==> src/rtl/contador_control_pkg.sv <==
// Shared definitions for the counter sequencing controller: mode encoding and count width.
// Pure declarations; no timing or flow control of its own.
package contador_control_pkg;

  localparam int COUNT_W = 8;

  typedef enum logic [1:0] {
    MODE_MANUAL = 2'd0,
    MODE_AUTO   = 2'd1,
    MODE_LOAD   = 2'd2,
    MODE_HOLD   = 2'd3
  } mode_t;

  function automatic mode_t next_mode(input mode_t m);
    case (m)
      MODE_MANUAL: return MODE_AUTO;
      MODE_AUTO:   return MODE_LOAD;
      MODE_LOAD:   return MODE_HOLD;
      default:     return MODE_MANUAL;
    endcase
  endfunction

endpackage

==> src/rtl/detector_flanco_pulso.sv <==
// Two-flop synchroniser plus history flop; emits a registered one-cycle pulse per rising edge.
// A level sampled at edge k pulses after edge k+2; no backpressure, held levels pulse once.
module detector_flanco_pulso (
  input  logic iClk,
  input  logic iReset,
  input  logic iIn,
  output logic oPulse
);

  logic r_sync1;
  logic r_sync2;
  logic r_hist;
  logic r_pulse;

  always_ff @(posedge iClk) begin
    if (iReset) begin
      r_sync1 <= 1'b0;
      r_sync2 <= 1'b0;
      r_hist  <= 1'b0;
      r_pulse <= 1'b0;
    end else begin
      r_sync1 <= iIn;
      r_sync2 <= r_sync1;
      r_hist  <= r_sync2;
      r_pulse <= r_sync2 & ~r_hist;
    end
  end

  assign oPulse = r_pulse;

endmodule

==> src/rtl/contador_control.sv <==
// Button-driven mode FSM (MANUAL/AUTO/LOAD/HOLD) controlling an 8-bit counter with wrap/saturate flags.
// Button to count update takes 3 edges after sampling; no backpressure, all outputs registered.
module contador_control
  import contador_control_pkg::*;
#(
  parameter int PRESCALE = 50000000,
  parameter int PRE_W    = 26,
  parameter int WRAP     = 1
) (
  input  logic               iClk,
  input  logic               iReset,
  input  logic               iBtnUp,
  input  logic               iBtnDown,
  input  logic               iBtnMode,
  input  logic [COUNT_W-1:0] iData,
  output logic [COUNT_W-1:0] oCount,
  output logic [1:0]         oMode,
  output logic               oDir,
  output logic               oOverflow,
  output logic               oUnderflow
);

  localparam logic [PRE_W-1:0]   PRE_LAST = PRE_W'(PRESCALE - 1);
  localparam logic [COUNT_W-1:0] CNT_MAX  = '1;

  logic               w_up_p;
  logic               w_dn_p;
  logic               w_mode_p;
  logic               w_at_max;
  logic               w_at_min;
  logic [COUNT_W-1:0] w_cnt_inc;
  logic [COUNT_W-1:0] w_cnt_dec;

  logic [COUNT_W-1:0] r_count;
  mode_t              r_mode;
  logic               r_dir;
  logic               r_ovf;
  logic               r_unf;
  logic [PRE_W-1:0]   r_pre;

  detector_flanco_pulso u_det_up   (.iClk(iClk), .iReset(iReset), .iIn(iBtnUp),   .oPulse(w_up_p));
  detector_flanco_pulso u_det_down (.iClk(iClk), .iReset(iReset), .iIn(iBtnDown), .oPulse(w_dn_p));
  detector_flanco_pulso u_det_mode (.iClk(iClk), .iReset(iReset), .iIn(iBtnMode), .oPulse(w_mode_p));

  // Flags fire on any step past the limit, whether the count wraps or saturates.
  assign w_at_max  = (r_count == CNT_MAX);
  assign w_at_min  = (r_count == '0);
  assign w_cnt_inc = w_at_max ? ((WRAP != 0) ? '0 : CNT_MAX) : r_count + 1'b1;
  assign w_cnt_dec = w_at_min ? ((WRAP != 0) ? CNT_MAX : '0) : r_count - 1'b1;

  always_ff @(posedge iClk) begin
    if (iReset) begin
      r_count <= '0;
      r_mode  <= MODE_MANUAL;
      r_dir   <= 1'b1;
      r_ovf   <= 1'b0;
      r_unf   <= 1'b0;
      r_pre   <= '0;
    end else begin
      r_ovf <= 1'b0;
      r_unf <= 1'b0;
      if (w_mode_p) begin
        r_mode <= next_mode(r_mode);
        r_pre  <= '0;
      end else begin
        case (r_mode)
          MODE_MANUAL: begin
            if (w_up_p && !w_dn_p) begin
              r_count <= w_cnt_inc;
              r_ovf   <= w_at_max;
            end else if (w_dn_p && !w_up_p) begin
              r_count <= w_cnt_dec;
              r_unf   <= w_at_min;
            end
          end
          MODE_AUTO: begin
            // A button pulse takes precedence over a coincident terminal count.
            if (w_up_p || w_dn_p) begin
              if (w_up_p ^ w_dn_p) begin
                r_dir <= w_up_p;
                r_pre <= '0;
              end
            end else if (r_pre == PRE_LAST) begin
              r_pre <= '0;
              if (r_dir) begin
                r_count <= w_cnt_inc;
                r_ovf   <= w_at_max;
              end else begin
                r_count <= w_cnt_dec;
                r_unf   <= w_at_min;
              end
            end else begin
              r_pre <= r_pre + 1'b1;
            end
          end
          MODE_LOAD: begin
            if (w_up_p) begin
              r_count <= iData;
            end else if (w_dn_p) begin
              r_count <= '0;
            end
          end
          default: begin
            r_pre <= '0;
          end
        endcase
      end
    end
  end

  assign oCount     = r_count;
  assign oMode      = r_mode;
  assign oDir       = r_dir;
  assign oOverflow  = r_ovf;
  assign oUnderflow = r_unf;

endmodule

==> config.mk <==
export PLATFORM = sky130hd
export DESIGN_NAME = contador_control
export DESIGN_NICKNAME = d
export VERILOG_FILES = /design/src/rtl/contador_control_pkg.sv /design/src/rtl/detector_flanco_pulso.sv /design/src/rtl/contador_control.sv
export SDC_FILE = /design/constraint.sdc
export NUM_CORES = 1
export LEC_CHECK = 0
export CAP_MARGIN = 20
export CORE_MARGIN = 3
export CORE_UTILIZATION = 50
export CTS_BUF_LIST = sky130_fd_sc_hd__clkbuf_8
export DETAILED_ROUTE_END_ITERATION = 6
export PLACE_DENSITY = 0.71
export SYNTH_ARGS = -nofsm -noshare
export SYNTH_HDL_FRONTEND = slang
export SYNTH_HIERARCHICAL = 1
export SYNTH_SLANG_ARGS = --single-unit
export TNS_END_PERCENT = 100
==> constraint.sdc <==
create_clock -name iClk -period 3.7 [get_ports iClk]
set_input_delay 0.555 -clock iClk [delete_from_list [all_inputs] [get_ports iClk]]
set_output_delay 0.555 -clock iClk [all_outputs]
set_load 0.1 [all_outputs]
==> results of run 1 <==
-- metrics by stage --
step	power (mW)	hold WS [ns]	cell area [um^2]
6_report	1.23	0.406	3330
5_1_grt	1.29	0.424	3330
4_1_cts	1.24	0.408	3330
3_5_place_dp	0.900	0.393	3240
3_3_place_gp	0.899	0.391	3240
2_1_floorplan	0.836	0.387	2980
-- cells in the final DEF (no fill, tap or decap), types with 3 or more instances in the layout --
cell and count:
a211oi_1 6, a21oi_1 9, a221oi_1 4, a31oi_1 5, and2_1 5, and3_1 9
and4_1 3, buf_4 3, clkbuf_8 5, clkdlybuf4s50_1 25, dfxtp_1 51, ha_1 11
inv_1 14, mux2i_1 5, nand2_1 27, nand2b_1 3, nand3_1 18, nand4_1 15
nor2_1 39, nor2b_1 12, nor3_1 11, nor3b_2 3, nor4_1 5, o211ai_1 4
o21ai_0 8, o32ai_1 4, xnor2_1 9, xor2_1 18
-- state kept, by name (all words and copies together), names as in the netlist --
register	count
u_det_down/r_sync1	1
r_pre	26
oMode	2
oUnderflow	1
u_det_mode/r_sync1	1
u_det_mode/oPulse	1
u_det_up/oPulse	1
u_det_up/r_sync1	1
u_det_mode/r_sync2	1
u_det_down/r_hist	1
u_det_down/oPulse	1
u_det_down/r_sync2	1
u_det_up/r_hist	1
oOverflow	1
oDir	1
u_det_mode/r_hist	1
oCount	8
u_det_up/r_sync2	1
-- worst register-to-register path, delay by kind of cell (launching register included) --
kind,cells,cell delay (ns)
fa+ha+maj,1,0.38
flops,1,0.41
simple gates,2,0.71
compound gates,3,0.75
buf+inv,1,0.09
-- routing by layer --
metal  global-route usage  wire [um]  up-vias
li1                     -          -     1319
met1                0.294       3430     1271
met2                0.306       3170       98
met3               0.0446        402       19
met4               0.0698        150        0
met5                    0          0        -
-- synthesized netlist by cell type (4+ instances only) --
library cell   n
a211oi_1       6
a21oi_1        9
a221oi_1       4
a31oi_1        5
and2_1         5
and3_1         9
clkbuf_1      11
dfxtp_1       51
ha_1          11
inv_1         14
mux2i_1        5
nand2_1       27
nand3_1       18
nand4_1       15
nor2_1        39
nor2b_1       12
nor3_1        11
nor4_1         5
o211ai_1       4
o21ai_0        8
o32ai_1        4
xnor2_1        9
xor2_1        18
-- worst paths after layout --
check	slack, ns	endpoint	cells after the start
max	1.00	oDir	1
min	0.41	u_det_down/oPulse	1
max reg2reg	1.28	r_pre[12]	7
min reg2reg	0.41	u_det_down/oPulse	1
-- area by class of cell --
| cell class | instances | area, um^2 |
|---|---|---|
| inverter | 14 | 52.6 |
| clock inverter | 3 | 23.8 |
| clock buffer | 5 | 68.8 |
| fill | 519 | 2310 |
| timing repair buffer | 28 | 273 |
| tap | 72 | 90.1 |
| multi-input combinational | 270 | 1800 |
| sequential | 51 | 1020 |
-- cells by family (layout without fill, tap and decap cells) --
kind of cell             after synthesis  count (layout)
adder cells (fa/ha/maj)               11              11
buffers and inverters                 33              50
AO/OA/AOI/OAI                         66              66
XOR/XNOR                              27              27
AND/OR/NAND/NOR                      161             161
flip-flops                            51              51
multiplexers                           5               5
-- power breakdown --
| group | total (mW) | internal, mW | switching (mW) |
|---|---|---|---|
| clock | 0.334 | 0.137 | 0.197 |
| combinational | 0.299 | 0.104 | 0.195 |
| sequential | 0.596 | 0.564 | 0.0314 |
| total | 1.23 | 0.805 | 0.424 |
==> out/metrics.cfg, run 1 <==
[clock_tree]
cts_setup_buffers=0
clockBufferDepth=2
clk_pin_slew_worst_paths_ns=0.10
root_buffer=clkbuf_8
post_cts_resized=0
insertion_delay_ns=0.30
htreeDepth=2
cts_buffers=5
cts.sinks=51
cts_tree=done
hold_buffers=0

[timing]
fmax_ghz=0.370
finalWorstSetupSlack_ns=1.00
finalCriticalPeriod_ns=2.70
hold_violations=0
fin_tns_setup_ns=0
slew_viol_final=0
slew_headroom=0.336
worst_pin_slew_ns=0.993
finClkSkew_ns=0.0102
rsz0062_at_grt=no
post-route-period-util=0.730
setup_violations=0

[synth]
syn_area_mm2=0.00298
synthAdderAreaFrac=0.0462
synth-compound-area-share=0.173
synth.top_cells.by_area=dfxtp_1 34%, xor2_1 5.3%, nor2_1 4.9%
synth-async-reset-ratio=0
synthMuxAreaShare=0.0168
synth_top_family_by_area=simple AND/OR/NAND/NOR gates
synth_top_area_frac=0.343
ys_ff_latch=51
yosysSeqAreaShare=0.343
yosysUniqueCellTypes=61
synth_edf_count=0
postSynthCellCount=354
yosysTopAreaCell=dfxtp_1
avgSynthCellArea_um2=8.42
syn-num-nets=378
yosys.area_share.simple=0.289
yosysWarnings=6
ys.flop_type=dfxtp_1
synth_xor_area_frac=0.0793

[critical_path]
worstSetupStartpointType=flop
path_cells=clkdlybuf4s50_1
required_ns=3.14
crit_family=buffers and inverters
reg2reg_from=oMode[1]
max_stage_delay_ns=1.24
critPathBufInv=1
worstSetupPathType=flop to primary output
crit_start=oDir
end_kind=primary output
path_max_fanout=11
cp_slowest_cell=clkdlybuf4s50_1
critPathArrivalTime_ns=2.14

[route]
via_per_inst=6.11
first_pass_iters=5
final_antenna_net_count=0
drt_iter0_markers=297
routed-via-count=2707
remaining_drc_errors=0
routed_wl_um=7150
drt-wirelength-per-cell_um=16.1

[grt]
antenna_found_initial=0
grt_pass1_wl_um=12000
globalRoute.totalOverflow=0
grt_pass1_vias=2517
grt_max_degree=20
grtUsageTotal=0.206

[placed_design]
dp_cells=435
pre_cts_slack_ns=1.34
numPortBuffers=25
place.gp.congestion=0.882
dp_hpwl_um=4980

[layout]
antennaDiodeCount=0
fin_util=0.590
layout.cells.non_filler=443
nNetsFinal=394
drive_gt1_frac=0.0593
syn_to_final_growth_pct=11.7

[die]
die_h_um=83.2
coreArea_mm2=0.00564
rows=27
ios=26
die_area_mm2=0.00692
start_util=0.528
die_w_um=83.2

[outcome]
status=finished, final reports clean

[hold_path]
worstHoldStart=u_det_down/r_hist
hold_path.class=flop to flop

[power_and_ir_drop]
p_leak_nw=1.18
ir_worst_vdd_v=0.000323
power_density_mw_per_mm2=369

[run]
maxCapViolCount=0

Note: power is estimated with default switching activity, not from simulation.
==> run 2, diff against run 1 <==
PLACE_DENSITY = 0.73   (was 0.71)
clock period = 2.3 ns   (was 3.7 ns; I/O delays follow)
==> run 2 against run 1 <==
Cell area up 3.2%. Worst setup slack worse by 0.84 ns. Worst hold slack worse by 0.0071 ns. Die area unchanged.
==> out/metrics.cfg, run 2 (synthesis results as in run 1) <==
[timing]
worst_pin_slew_ns=0.609  ; -0.384 ns
slew_headroom=0.593  ; +0.257
post-route-period-util=0.929
setup_violations=0  ; unchanged
fmax_ghz=0.468
hold_violations=0  ; unchanged
finalCriticalPeriod_ns=2.14
slew_viol_final=0  ; unchanged
finalWorstSetupSlack_ns=0.164  ; -0.836 ns
rsz0062_at_grt=no
timing.hold.ws_ns=0.399  ; -0.00715 ns
fin_tns_setup_ns=0  ; unchanged
finClkSkew_ns=0.00875  ; -0.00146 ns

[clock_tree]
cts_setup_buffers=0  ; unchanged
insertion_delay_ns=0.30  ; about the same
root_buffer=clkbuf_8
cts_tree=done
clk_pin_slew_worst_paths_ns=0.10  ; about the same
cts_buffers=5  ; unchanged
cts.sinks=51  ; unchanged
clockBufferDepth=2  ; unchanged
htreeDepth=2  ; unchanged

[critical_path]
max_stage_delay_ns=0.44  ; -0.80 ns
worstSetupPathType=flop to flop
worstSetupStartpointType=flop
critPathBufInv=1  ; unchanged
path_cells=inv_1 > ha_1 > or3b_4 > o311a_2 > a211oi_2 > a221oi_1 > o32ai_1
end_kind=flop
crit_family=compound AO/OA/AOI/OAI gates
r2r_slack_ns=0.16  ; -1.12 ns
cp_slowest_cell=or3b_4
required_ns=2.51  ; -0.63 ns
path_max_fanout=12  ; +1
critPathArrivalTime_ns=2.34  ; +0.20 ns

[layout]
drive_gt1_frac=0.146  ; +0.0865
syn_to_final_growth_pct=15.2
fin_util=0.609  ; +0.0189
layout.cells.non_filler=456  ; +2.9%
antennaDiodeCount=0  ; unchanged
regArea_mm2=0.00104  ; +1.6%
nNetsFinal=407  ; +3.3%
regMostFlops=r_pre
fillers=493  ; -5.0%
multi_input_area_mm2=0.00181  ; +0.63%
final_common_cell=dfxtp_1
design_area_mm2=0.00343  ; +3.2%
mostFrequentLayoutCells=44 x dfxtp_1, 39 x nor2_1, 29 x buf_4, 27 x nand2_1
largest_reg_flops=26  ; unchanged

[route]
drt_iter0_markers=270  ; -9.1%
final_antenna_net_count=0  ; unchanged
remaining_drc_errors=0  ; unchanged
routed-via-count=2762  ; +2.0%
via_per_inst=6.06  ; -0.88%
routed_wl_um=7410  ; +3.6%
drt-wirelength-per-cell_um=16.2  ; +0.63%
first_pass_iters=5  ; unchanged

[grt]
grt_max_degree=16  ; -20%
grt_pass1_vias=2484  ; -1.3%
grtUsageTotal=0.217  ; +0.0105
grt_pass1_wl_um=12400  ; +3.7%
use_met2=0.320  ; +0.0138
use_met1=0.320  ; +0.0258
grt_busiest_layer=met1
antenna_found_initial=0  ; unchanged
globalRoute.totalOverflow=0  ; unchanged
use_met3=0.0427  ; -0.00198

[power_and_ir_drop]
power.share.sequential=0.458  ; -0.027
clkPwrFrac=0.299  ; +0.027
total_power_mw=2.07  ; +68%
p_comb_frac=0.243  ; about the same
sw_frac_of_total=0.322  ; -0.0228
p_switching_uw=667  ; +57%
ir_worst_vdd_v=0.000383  ; +19%
p_leak_nw=1.29  ; +8.9%
power_density_mw_per_mm2=603  ; +63%
internal_power_mw=1.40  ; +74%

[die]
coreArea_mm2=0.00564  ; unchanged
die_h_um=83.2  ; unchanged
rows=27  ; unchanged
die_area_mm2=0.00692  ; unchanged
start_util=0.528  ; unchanged
ios=26  ; unchanged
die_w_um=83.2  ; unchanged

[placed_design]
pre_cts_slack_ns=0.0655  ; -1.27 ns
placed_cell_area_mm2=0.00332  ; +2.7%
numPortBuffers=25  ; unchanged
dp_cells=448  ; +3.0%
place.gp.congestion=0.920  ; +4.3%
dp_hpwl_um=5360  ; +7.5%

[outcome]
status=finished, final reports clean

[run]
maxCapViolCount=0  ; unchanged

[hold_path]
hold_path.class=flop to flop

## run 2: cell count changes in the layout (fill, tap and decap cells not counted), moves of 2 or more
| cell | delta |
|---|---|
| inv_1 | +2 |
| clkdlybuf4s50_1 | -13 |
| dfxtp_1 | -7 |
| dfxtp_2 | +4 |
| dfxtp_4 | +3 |
| buf_4 | +26 |
## run 2: path summary, 6_finish.rpt
check / start / to / cells past startpoint
min: u_det_up/r_hist / u_det_up/oPulse / 1
max reg2reg: oCount[0] / oCount[5] / 7
min reg2reg: u_det_up/r_hist / u_det_up/oPulse / 1
max: oCount[0] / oCount[5] / 7
## run 2: area by class of cell
cell class / count / share of cell area
flip-flops and latches: 51 / 0.302
repair buffers: 41 / 0.0984
multi-input cells: 270 / 0.527
clock inverters: 3 / 0.0109
well taps: 72 / 0.0262
inverters: 14 / 0.0153
clock buffers: 5 / 0.0200
## run 2: what timing repair did
action	4_1_cts	5_1_grt
setup endpoints to repair	0	3
gates resized for setup	0	2
hold buffers	0	0
## run 2: metal layers
layer / vias up / wire length, um
li1: 1345 / -
met1: 1312 / 3620
met2: 98 / 3290
met3: 7 / 428
met4: 0 / 76
met5: - / 0
## run 2: power groups by stage
stage	clock network [mW]	registers (mW)	logic, mW
detailed placement	0	0.969	0.487
floorplan	0	1.07	0.278
CTS	0.633	0.948	0.489
finish	0.619	0.949	0.503
global placement	0	0.966	0.484
global route	0.661	0.955	0.534
==> run 3, diff against run 2 <==
PLACE_DENSITY = 0.72   (was 0.73)
==> run 3 against run 2 <==
Critical endpoint is now oCount[0]. Register-to-register slack got worse by 0.04 ns. Clock power fell by 16%. Critical path depth did not move. Highest routed layer unchanged. Sequential cell count did not move. Cell area rose by 0.36%. Sequential power barely moved.
==> out/metrics.cfg, run 3 (synthesis results as in run 1) <==
[die]
die_w_um=83.2  ; unchanged
die_area_mm2=0.00692  ; unchanged
start_util=0.528  ; unchanged
rows=27  ; unchanged
die_h_um=83.2  ; unchanged
coreArea_mm2=0.00564  ; unchanged
ios=26  ; unchanged

[power_and_ir_drop]
internal_power_mw=1.32  ; -6.3%
p_comb_frac=0.263  ; +0.020
ir_worst_vdd_v=0.000437  ; +14%
p_leak_nw=1.29  ; about the same
power_density_mw_per_mm2=579  ; -4.0%
sw_frac_of_total=0.341  ; +0.0186
clkPwrFrac=0.262  ; -0.037
power.share.sequential=0.474  ; +0.016
p_switching_uw=680  ; +1.9%

[grt]
antenna_found_initial=0  ; unchanged
grt_pass1_wl_um=12300  ; -1.4%
grtUsageTotal=0.212  ; -0.00472
grt_max_degree=20  ; +4
globalRoute.totalOverflow=0  ; unchanged
grt_pass1_vias=2591  ; +4.3%

[layout]
final_common_cell=dfxtp_1
fillers=498  ; +1.0%
regMostFlops=r_pre
fin_util=0.611  ; +0.00222
antennaDiodeCount=0  ; unchanged
drive_gt1_frac=0.155  ; +0.00961
nNetsFinal=409  ; +0.49%
mostFrequentLayoutCells=44 x dfxtp_1, 39 x nor2_1, 31 x buf_4, 27 x nand2_1
largest_reg_flops=26  ; unchanged
syn_to_final_growth_pct=15.7

[route]
final_antenna_net_count=0  ; unchanged
remaining_drc_errors=0  ; unchanged
drt-wirelength-per-cell_um=16.0  ; -1.6%
via_per_inst=6.11  ; +0.93%
routed-via-count=2800  ; +1.4%
first_pass_iters=5  ; unchanged
drt_iter0_markers=219  ; -19%
routed_wl_um=7320  ; -1.2%

[critical_path]
required_ns=2.51  ; about the same
path_cells=inv_1 > ha_2 > or3b_4 > or3_4 > a21boi_0 > a221oi_1 > o41ai_1
critPathArrivalTime_ns=2.38  ; +0.04 ns
crit_family=simple AND/OR/NAND/NOR gates
path_max_fanout=12  ; unchanged
rr_worst_depth=7  ; unchanged
end_kind=flop
max_stage_delay_ns=0.42  ; -0.02 ns
worstSetupPathType=flop to flop
cp_slowest_cell=or3b_4
r2r_end=oCount[0]
r2r_slack_ns=0.13  ; -0.04 ns
crit_start=oCount[0]
worstSetupPathDepth=7  ; unchanged
reg2reg_from=oCount[0]
endpoint=oCount[0]
worstSetupStartpointType=flop
critPathBufInv=1  ; unchanged

[clock_tree]
hold_buffers=0  ; unchanged
root_buffer=clkbuf_8
clk_pin_slew_worst_paths_ns=0.10  ; about the same
cts.sinks=51  ; unchanged
insertion_delay_ns=0.31  ; about the same
cts_tree=done
htreeDepth=2  ; unchanged
clockBufferDepth=2  ; unchanged
cts_buffers=5  ; unchanged

[timing]
fin_tns_setup_ns=0  ; unchanged
hold_violations=0  ; unchanged
finalCriticalPeriod_ns=2.17  ; +0.0375 ns
setup_violations=0  ; unchanged
post-route-period-util=0.945  ; +0.0163
rsz0062_at_grt=no
fmax_ghz=0.460  ; -1.7%
timing.hold.ws_ns=0.407  ; +0.00814 ns
slew_headroom=0.532  ; -0.0612
worst_pin_slew_ns=0.700  ; +0.0915 ns
finClkSkew_ns=0.00977  ; +0.00102 ns
slew_viol_final=0  ; unchanged

[run]
maxCapViolCount=0  ; unchanged

[placed_design]
place.gp.congestion=0.979  ; +6.4%
dp_hpwl_um=5300  ; -1.1%
numPortBuffers=25  ; unchanged

[hold_path]
hold_path.class=flop to flop

[outcome]
status=finished, final reports clean

## run 3: layer usage
layer  vias to the layer above  global-route usage  share of wire
met5                         -                   0              0
met4                         0              0.0906          0.023
met3                        23              0.0476          0.073
met2                       129               0.316           0.43
met1                      1304               0.293           0.47
li1                       1344                   -              -
## run 3: through the flow
| step | worst slack (ns) | std cells | area (um^2) | power, mW |
|---|---|---|---|---|
| final | 0.127 | 458 | 3450 | 2.00 |
| after global routing | 0.00739 | 458 | 3450 | 2.10 |
| after CTS | 0.0167 | 457 | 3420 | 1.98 |
| after detailed placement | 0.0479 | 449 | 3330 | 1.46 |
| after global placement | 0.165 | 449 | 3330 | 1.45 |
| after floorplan | 0.00528 | 354 | 3010 | 1.35 |
## run 3: worst min-delay path by stage
stage / start / endpoint / slack [ns] / depth (start not counted)
3_5_place_dp: u_det_up/r_hist / u_det_up/oPulse / 0.40 / 1
3_3_place_gp: u_det_mode/r_hist / u_det_mode/oPulse / 0.39 / 1
5_1_grt: u_det_up/r_hist / u_det_up/oPulse / 0.42 / 1
6_report: u_det_up/r_hist / u_det_up/oPulse / 0.41 / 1
2_1_floorplan: u_det_down/r_hist / u_det_down/oPulse / 0.39 / 1
4_1_cts: u_det_up/r_hist / u_det_up/oPulse / 0.41 / 1
## run 3: layout make-up
type	count	area, um^2	area share
Clock buffer	5	68.8	0.0200
Timing Repair Buffer	43	353	0.102
Multi-Input combinational cell	270	1830	0.530
Inverter	14	52.6	0.0152
Clock inverter	3	20.0	0.00581
Tap cell	72	90.1	0.0261
Sequential cell	51	1040	0.301
## run 3: what timing repair did
item / 4_1_cts / 5_1_grt
endpoints found under the setup margin: 0 / 3
resized for setup: 0 / 4
buffers inserted: 0 / 1
## run 3: power by group through the flow
stage	Sequential, mW	Combinational (mW)	Clock [mW]
6_report	0.947	0.526	0.523
5_1_grt	0.951	0.564	0.583
4_1_cts	0.945	0.493	0.542
3_5_place_dp	0.966	0.491	0
3_3_place_gp	0.964	0.488	0
2_1_floorplan	1.07	0.278	0
